<file path="src/rtl/reward_scheduler.sv">
`default_nettype none
// ============================================================================
// reward_scheduler - latches packet-send triggers, grants one by fixed
// priority, then sequences the reward packer and the radio TX handshake.
// Revision: 1.0
// ============================================================================
module reward_scheduler #(
    parameter int WORD_WIDTH   = 16,
    parameter int MR_TIMEOUT   = 15,
    parameter int CHT_TIMEOUT  = 15,
    parameter int DONE_TIMEOUT = 8,
    parameter int MAX_INV_HOPS = 4
) (
    input  logic                  clk,
    input  logic                  rst,
    input  logic                  pkt_valid,
    input  logic [2:0]            fPacketType,
    input  logic                  iAmDestination,
    input  logic [WORD_WIDTH-1:0] hopsFromCH,
    input  logic                  role,
    input  logic                  low_E,
    input  logic                  iHaveData,
    input  logic                  cf_start,
    input  logic                  reward_done,
    input  logic                  tx_ack,
    output logic                  reward_en,
    output logic [2:0]            sel_type,
    output logic                  tx_req,
    output logic                  busy,
    output logic [5:0]            pending,
    output logic                  err_timeout
);

    localparam logic [2:0] c_type_hb   = 3'b000;
    localparam logic [2:0] c_type_inv  = 3'b010;
    localparam logic [2:0] c_type_mr   = 3'b011;
    localparam logic [2:0] c_type_cht  = 3'b100;
    localparam logic [2:0] c_type_data = 3'b101;
    localparam logic [2:0] c_type_sos  = 3'b110;
    localparam logic [2:0] c_type_none = 3'b111;

    localparam int c_bit_hb   = 0;
    localparam int c_bit_inv  = 1;
    localparam int c_bit_mr   = 2;
    localparam int c_bit_cht  = 3;
    localparam int c_bit_data = 4;
    localparam int c_bit_sos  = 5;

    localparam int c_wait_w = $clog2(DONE_TIMEOUT + 1);

    typedef enum logic [2:0] {
        S_IDLE      = 3'd0,
        S_ARB       = 3'd1,
        S_PACK      = 3'd2,
        S_WAIT_DONE = 3'd3,
        S_SEND      = 3'd4
    } state_t;

    state_t                r_state;
    state_t                w_state_next;
    logic [5:0]            r_pend;
    logic [5:0]            w_set;
    logic [5:0]            w_clr;
    logic                  r_hb_lock;
    logic                  r_have_d;
    logic [WORD_WIDTH-1:0] r_tmr;
    logic                  r_tmr_run;
    logic                  r_tmr_role;
    logic                  w_tmr_fire;
    logic [c_wait_w-1:0]   r_wait;
    logic [c_wait_w-1:0]   w_wait_next;
    logic [2:0]            r_sel;
    logic [2:0]            w_sel_next;
    logic [5:0]            w_grant;
    logic [2:0]            w_grant_type;
    logic                  w_pkt_hb;
    logic                  w_pkt_data;
    logic                  w_fwd;
    logic                  w_own;

    // ---------------- event capture ----------------
    assign w_pkt_hb   = pkt_valid && (fPacketType == c_type_hb);
    assign w_pkt_data = pkt_valid && (fPacketType == c_type_data);
    assign w_fwd      = pkt_valid && iAmDestination &&
                        ((fPacketType == c_type_data) || (fPacketType == c_type_sos));
    assign w_own      = iHaveData && !r_have_d;
    // cf_start reloads the timer, so it suppresses a coincident expiry
    assign w_tmr_fire = r_tmr_run && !cf_start && (r_tmr <= WORD_WIDTH'(1));

    always_comb begin
        w_set             = '0;
        w_set[c_bit_hb]   = w_pkt_hb && !r_hb_lock;
        w_set[c_bit_inv]  = pkt_valid && (fPacketType == c_type_inv) &&
                            (hopsFromCH < WORD_WIDTH'(MAX_INV_HOPS));
        w_set[c_bit_mr]   = w_tmr_fire && !r_tmr_role;
        w_set[c_bit_cht]  = w_tmr_fire && r_tmr_role;
        w_set[c_bit_data] = (w_fwd && (fPacketType == c_type_data) && !low_E) ||
                            (w_own && !low_E);
        w_set[c_bit_sos]  = (w_fwd && ((fPacketType == c_type_sos) || low_E)) ||
                            (w_own && low_E);
    end

    // ---------------- fixed-priority grant ----------------
    always_comb begin
        w_grant      = '0;
        w_grant_type = c_type_none;
        if (r_pend[c_bit_sos]) begin
            w_grant[c_bit_sos] = 1'b1;
            w_grant_type       = c_type_sos;
        end else if (r_pend[c_bit_data]) begin
            w_grant[c_bit_data] = 1'b1;
            w_grant_type        = c_type_data;
        end else if (r_pend[c_bit_cht]) begin
            w_grant[c_bit_cht] = 1'b1;
            w_grant_type       = c_type_cht;
        end else if (r_pend[c_bit_mr]) begin
            w_grant[c_bit_mr] = 1'b1;
            w_grant_type      = c_type_mr;
        end else if (r_pend[c_bit_inv]) begin
            w_grant[c_bit_inv] = 1'b1;
            w_grant_type       = c_type_inv;
        end else if (r_pend[c_bit_hb]) begin
            w_grant[c_bit_hb] = 1'b1;
            w_grant_type      = c_type_hb;
        end
    end

    assign w_clr = (r_state == S_ARB) ? w_grant : 6'b0;

    always_ff @(posedge clk or posedge rst) begin
        if (rst) begin
            r_pend     <= '0;
            r_hb_lock  <= 1'b0;
            r_have_d   <= 1'b0;
            r_tmr      <= '0;
            r_tmr_run  <= 1'b0;
            r_tmr_role <= 1'b0;
        end else begin
            // set wins over a same-cycle grant clear
            r_pend   <= (r_pend & ~w_clr) | w_set;
            r_have_d <= iHaveData;
            if (w_pkt_data) begin
                r_hb_lock <= 1'b0;
            end else if (w_pkt_hb) begin
                r_hb_lock <= 1'b1;
            end
            if (cf_start) begin
                r_tmr      <= role ? WORD_WIDTH'(CHT_TIMEOUT) : WORD_WIDTH'(MR_TIMEOUT);
                r_tmr_run  <= 1'b1;
                r_tmr_role <= role;
            end else if (w_tmr_fire) begin
                r_tmr     <= '0;
                r_tmr_run <= 1'b0;
            end else if (r_tmr_run) begin
                r_tmr <= r_tmr - WORD_WIDTH'(1);
            end
        end
    end

    // ---------------- sequencing FSM ----------------
    always_ff @(posedge clk or posedge rst) begin
        if (rst) begin
            r_state <= S_IDLE;
            r_sel   <= c_type_none;
            r_wait  <= '0;
        end else begin
            r_state <= w_state_next;
            r_sel   <= w_sel_next;
            r_wait  <= w_wait_next;
        end
    end

    always_comb begin
        w_state_next = r_state;
        w_sel_next   = r_sel;
        w_wait_next  = '0;
        reward_en    = 1'b0;
        tx_req       = 1'b0;
        err_timeout  = 1'b0;
        case (r_state)
            S_IDLE: begin
                if (r_pend != 6'b0) begin
                    w_state_next = S_ARB;
                end
            end
            S_ARB: begin
                w_sel_next   = w_grant_type;
                w_state_next = (r_pend != 6'b0) ? S_PACK : S_IDLE;
            end
            S_PACK: begin
                reward_en    = 1'b1;
                w_state_next = S_WAIT_DONE;
            end
            S_WAIT_DONE: begin
                if (reward_done) begin
                    w_state_next = S_SEND;
                end else if (r_wait == c_wait_w'(DONE_TIMEOUT - 1)) begin
                    err_timeout  = 1'b1;
                    w_sel_next   = c_type_none;
                    w_state_next = S_IDLE;
                end else begin
                    w_wait_next = r_wait + c_wait_w'(1);
                end
            end
            S_SEND: begin
                tx_req = 1'b1;
                if (tx_ack) begin
                    w_sel_next   = c_type_none;
                    w_state_next = S_IDLE;
                end
            end
            default: begin
                w_sel_next   = c_type_none;
                w_state_next = S_IDLE;
            end
        endcase
    end

    assign sel_type = r_sel;
    assign busy     = (r_state != S_IDLE);
    assign pending  = r_pend;

endmodule
`default_nettype wire

</file>
<file path="config.mk">
export PLATFORM = sky130hd
export DESIGN_NAME = reward_scheduler
export DESIGN_NICKNAME = d
export VERILOG_FILES = /design/src/rtl/reward_scheduler.sv
export SDC_FILE = /design/constraint.sdc
export NUM_CORES = 1
export LEC_CHECK = 0
export BUFFER_PORTS_ARGS = -buffer_cell sky130_fd_sc_hd__buf_2
export CAP_MARGIN = 25
export CORE_MARGIN = 2
export CORE_UTILIZATION = 46
export DETAILED_ROUTE_END_ITERATION = 16
export PLACE_DENSITY = 0.78
export SLEW_MARGIN = 15
export SYNTH_ARGS = -nofsm -noshare
export SYNTH_HDL_FRONTEND = slang
export SYNTH_SLANG_ARGS = --single-unit
export TNS_END_PERCENT = 30
</file>
<file path="constraint.sdc">
create_clock -name clk -period 2 [get_ports clk]
set_input_delay 0.2 -clock clk [delete_from_list [all_inputs] [get_ports clk]]
set_output_delay 0.2 -clock clk [all_outputs]
set_load 0.03 [all_outputs]
</file>
==> qor.json <==
{
  "internal-power_mw": 1.39,
  "timing.final.crit_share": 0.945,
  "critPathLaunchType": "flip-flop",
  "tns_ns": 0,
  "port_buffers": 39,
  "seqPwrFrac": 0.449,
  "clkSlewWorstSetupHoldPaths_ns": 0.08,
  "clkPwrFrac": 0.223,
  "globalRouteMet2Util": 0.320,
  "layout.cells.non_filler": 310,
  "final.min_clock_period_ns": 1.89,
  "ys.flop_type": "sky130_fd_sc_hd__dfrtp_1",
  "num_vias": 1713,
  "cap_violations": 0,
  "grt_busiest_layer": "met2",
  "irDropWorstVdd_mv": 0.376,
  "worst_hold_path_type": "primary input to asynchronous set/reset pin",
  "maximum_number_of_pins_on_one_net_before_global_route_repair": 37,
  "final_core_util": 0.577,
  "antenna-diode-count": 0,
  "floorplan.die_area_sq_um": 4620,
  "initial_detailed_routing_violation_count": 91,
  "critical_path_sink_type": "flip-flop",
  "synth_cell_types": 41,
  "detailedPlacementHpwl_mm": 2.84,
  "violations": "hold timing",
  "global_route_wire_length_before_repair_mm": 6.68,
  "net-switching-power_uw": 838,
  "first_pass_iters": 4,
  "cts-buffers-inserted": 5,
  "numPlacedInstances": 301,
  "cellLeakagePower_nw": 1.05,
  "synth_top_cells_by_area": "sky130_fd_sc_hd__dfrtp_1 44%, sky130_fd_sc_hd__nand2_1 5.0%, sky130_fd_sc_hd__dfstp_2 4.2%",
  "hold_violations": 6,
  "grt_pass1_vias": 1572,
  "die_w_microns": 67.9,
  "nNetsFinal": 291,
  "yosys.area.top_type_share": 0.439,
  "hold_ws_ns": -0.00707,
  "route.detailed.drc": 0,
  "worst-setup-path-type": "flip-flop to flip-flop",
  "synth_area_per_cell_sq_um": 9.13,
  "use_met1": 0.237,
  "max_slew.worst_pin.slew_ns": 0.449,
  "synth_enable_flop_cells": 0,
  "synth.ff_latch_count": 36,
  "groute.layer.met3.usage": 0.0543,
  "routed_wirelength_mm": 3.94,
  "post_synth_most_frequent_cells": "33 x sky130_fd_sc_hd__dfrtp_1, 25 x sky130_fd_sc_hd__nand2_1, 17 x sky130_fd_sc_hd__nor2_1, 14 x sky130_fd_sc_hd__a21oi_1, 13 x sky130_fd_sc_hd__inv_1",
  "worst_ep_required_time_ns": 2.21,
  "worst-endpoint-arrival_ns": 2.10,
  "tritoncts": "yes",
  "areaGrowthSynthToFinish_pct": 21.8,
  "initial_antenna_violation_count": 0,
  "grt_use_total": 0.194,
  "synth_top_cell_by_area": "sky130_fd_sc_hd__dfrtp_1",
  "cts-root-to-sink-buffers": 2,
  "ys_seq_area_frac": 0.481,
  "syn-cell-area_sq_um": 1880,
  "pwr_density_cell_nw_per_um2": 972,
  "asyncSetResetFlopFracSynth": 1.00,
  "floorplan.rows": 23,
  "post-layout-total-power_mw": 2.23,
  "design.core.area_sq_um": 3970,
  "die_height_microns": 67.9,
  "synth_fp_nets": 238,
  "clock-root-buffer": "sky130_fd_sc_hd__clkbuf_8",
  "clock_latency_ns": 0.29,
  "outcome": "finished with violations",
  "wl_per_cell_microns": 12.7,
  "gpl.final_weighted_congestion": 0.864,
  "comb_power_share": 0.328,
  "synth.most_common_cell": "sky130_fd_sc_hd__dfrtp_1",
  "clock_sinks": 36,
  "maximum_clock_frequency_mhz": 529,
  "starting_utilization_of_the_core_area": 0.474,
  "max_slew_margin": 0.701,
  "drt-vias-per-instance": 5.53,
  "finalSetupViolations": 0,
  "global_route_total_overflow": 0,
  "final-max-slew-violation-count": 0,
  "critPathMaxFanout": 5,
  "ioPinCount": 42,
  "synth-warning-count": 0,
  "switching_share": 0.376,
  "htree_levels": 2,
  "fin_skew_ns": 0.0139,
  "route.antenna.remaining_nets": 0,
  "drive_gt1_frac": 0.265,
  "syn_inst": 206
}
[layout by cell type (no fill, tap or decap), drive strengths merged, types with 5 or more instances in the layout]
cell,Yosys,layout
a21oi,14,14
buf,4,52
clkbuf,2,7
dfrtp,33,33
inv,13,13
nand2,25,25
nand2b,8,8
nand3,8,8
nor2,17,17
nor3,9,9
nor4,7,7
o21ai,13,13
o31ai,5,5
or3,5,5
[layout make-up]
class	count	area, sq um
Clock buffer	7	76.3
Tap cell	50	62.6
Sequential cell	36	906
Clock inverter	1	5.00
Multi-Input combinational cell	151	898
Inverter	13	48.8
Timing Repair Buffer	52	293
Fill cell	362	1680
[power groups by stage]
stage / clock network [mW] / logic, mW / registers [mW]
floorplan: 0 / 0.356 / 1.15
global placement: 0 / 0.726 / 1.00
detailed placement: 0 / 0.729 / 1.01
CTS: 0.509 / 0.736 / 0.995
global route: 0.542 / 0.819 / 1.02
finish: 0.497 / 0.730 / 1.00
[critical path, cell delays in order, from the launching register on]
cell	delay [ns]
sky130_fd_sc_hd__dfrtp_1	0.40
sky130_fd_sc_hd__inv_1	0.08
sky130_fd_sc_hd__ha_1	0.20
sky130_fd_sc_hd__o2111a_1	0.27
sky130_fd_sc_hd__and2_2	0.24
sky130_fd_sc_hd__buf_4	0.15
sky130_fd_sc_hd__or3_1	0.34
sky130_fd_sc_hd__a21oi_1	0.13
[sequential cells by signal (all words and copies together) (netlist names), 3 cells and up]
name / count
r_state: 3
pending: 6
r_tmr: 16
sel_type: 3
r_wait: 4
[cell families (layout without fill, tap and decap cells)]
group | Yosys count | count (layout) | share of synthesized area
DFF | 36 | 36 | 0.481
adders and majority gates | 3 | 3 | 0.0200
and+or+nand+nor | 94 | 94 | 0.262
xor gates and xnor gates | 2 | 2 | 0.00932
AOI/OAI and AO/OA | 52 | 52 | 0.180
buffers and inverters | 19 | 73 | 0.0472
[worst paths after layout]
path	slack [ns]	startpoint	endpoint	cells past startpoint
min in group clk	0.04	iHaveData	r_have_d	1
setup reg to reg	0.11	r_tmr[1]	r_tmr[11]	7
setup / recovery	0.11	r_tmr[1]	r_tmr[11]	7
max in group asynchronous	1.65	rst	sel_type[2]	3
hold / removal	-0.007	rst	r_tmr[1]	3
hold reg to reg	0.46	r_hb_lock	pending[0]	1
[metal layers]
layer  wire length [microns]  part of all wire  up-vias
met3                     198             0.050        7
met5                       0                 0        -
li1                        -                 -      855
met1                    1840              0.47      815
met2                    1840              0.47       36
met4                      61             0.015        0
[metrics by stage]
step | setup WS [ns] | instance area [sq um] | hold WS (ns)
after floorplan | 0.00538 | 1880 | 0.231
after global placement | 0.124 | 2190 | 0.323
after detailed placement | 0.0817 | 2190 | 0.325
after CTS | 0.0620 | 2270 | 0.00377
after global routing | -0.00106 | 2290 | 0.0250
final | 0.110 | 2290 | -0.00707
[what timing repair did]
item                       CTS  global route
resized for setup            0             4
hold buffers                 0             0
buffers inserted             0             1
setup endpoints to repair    0             5
Note: power is estimated with default switching activity, not from simulation.
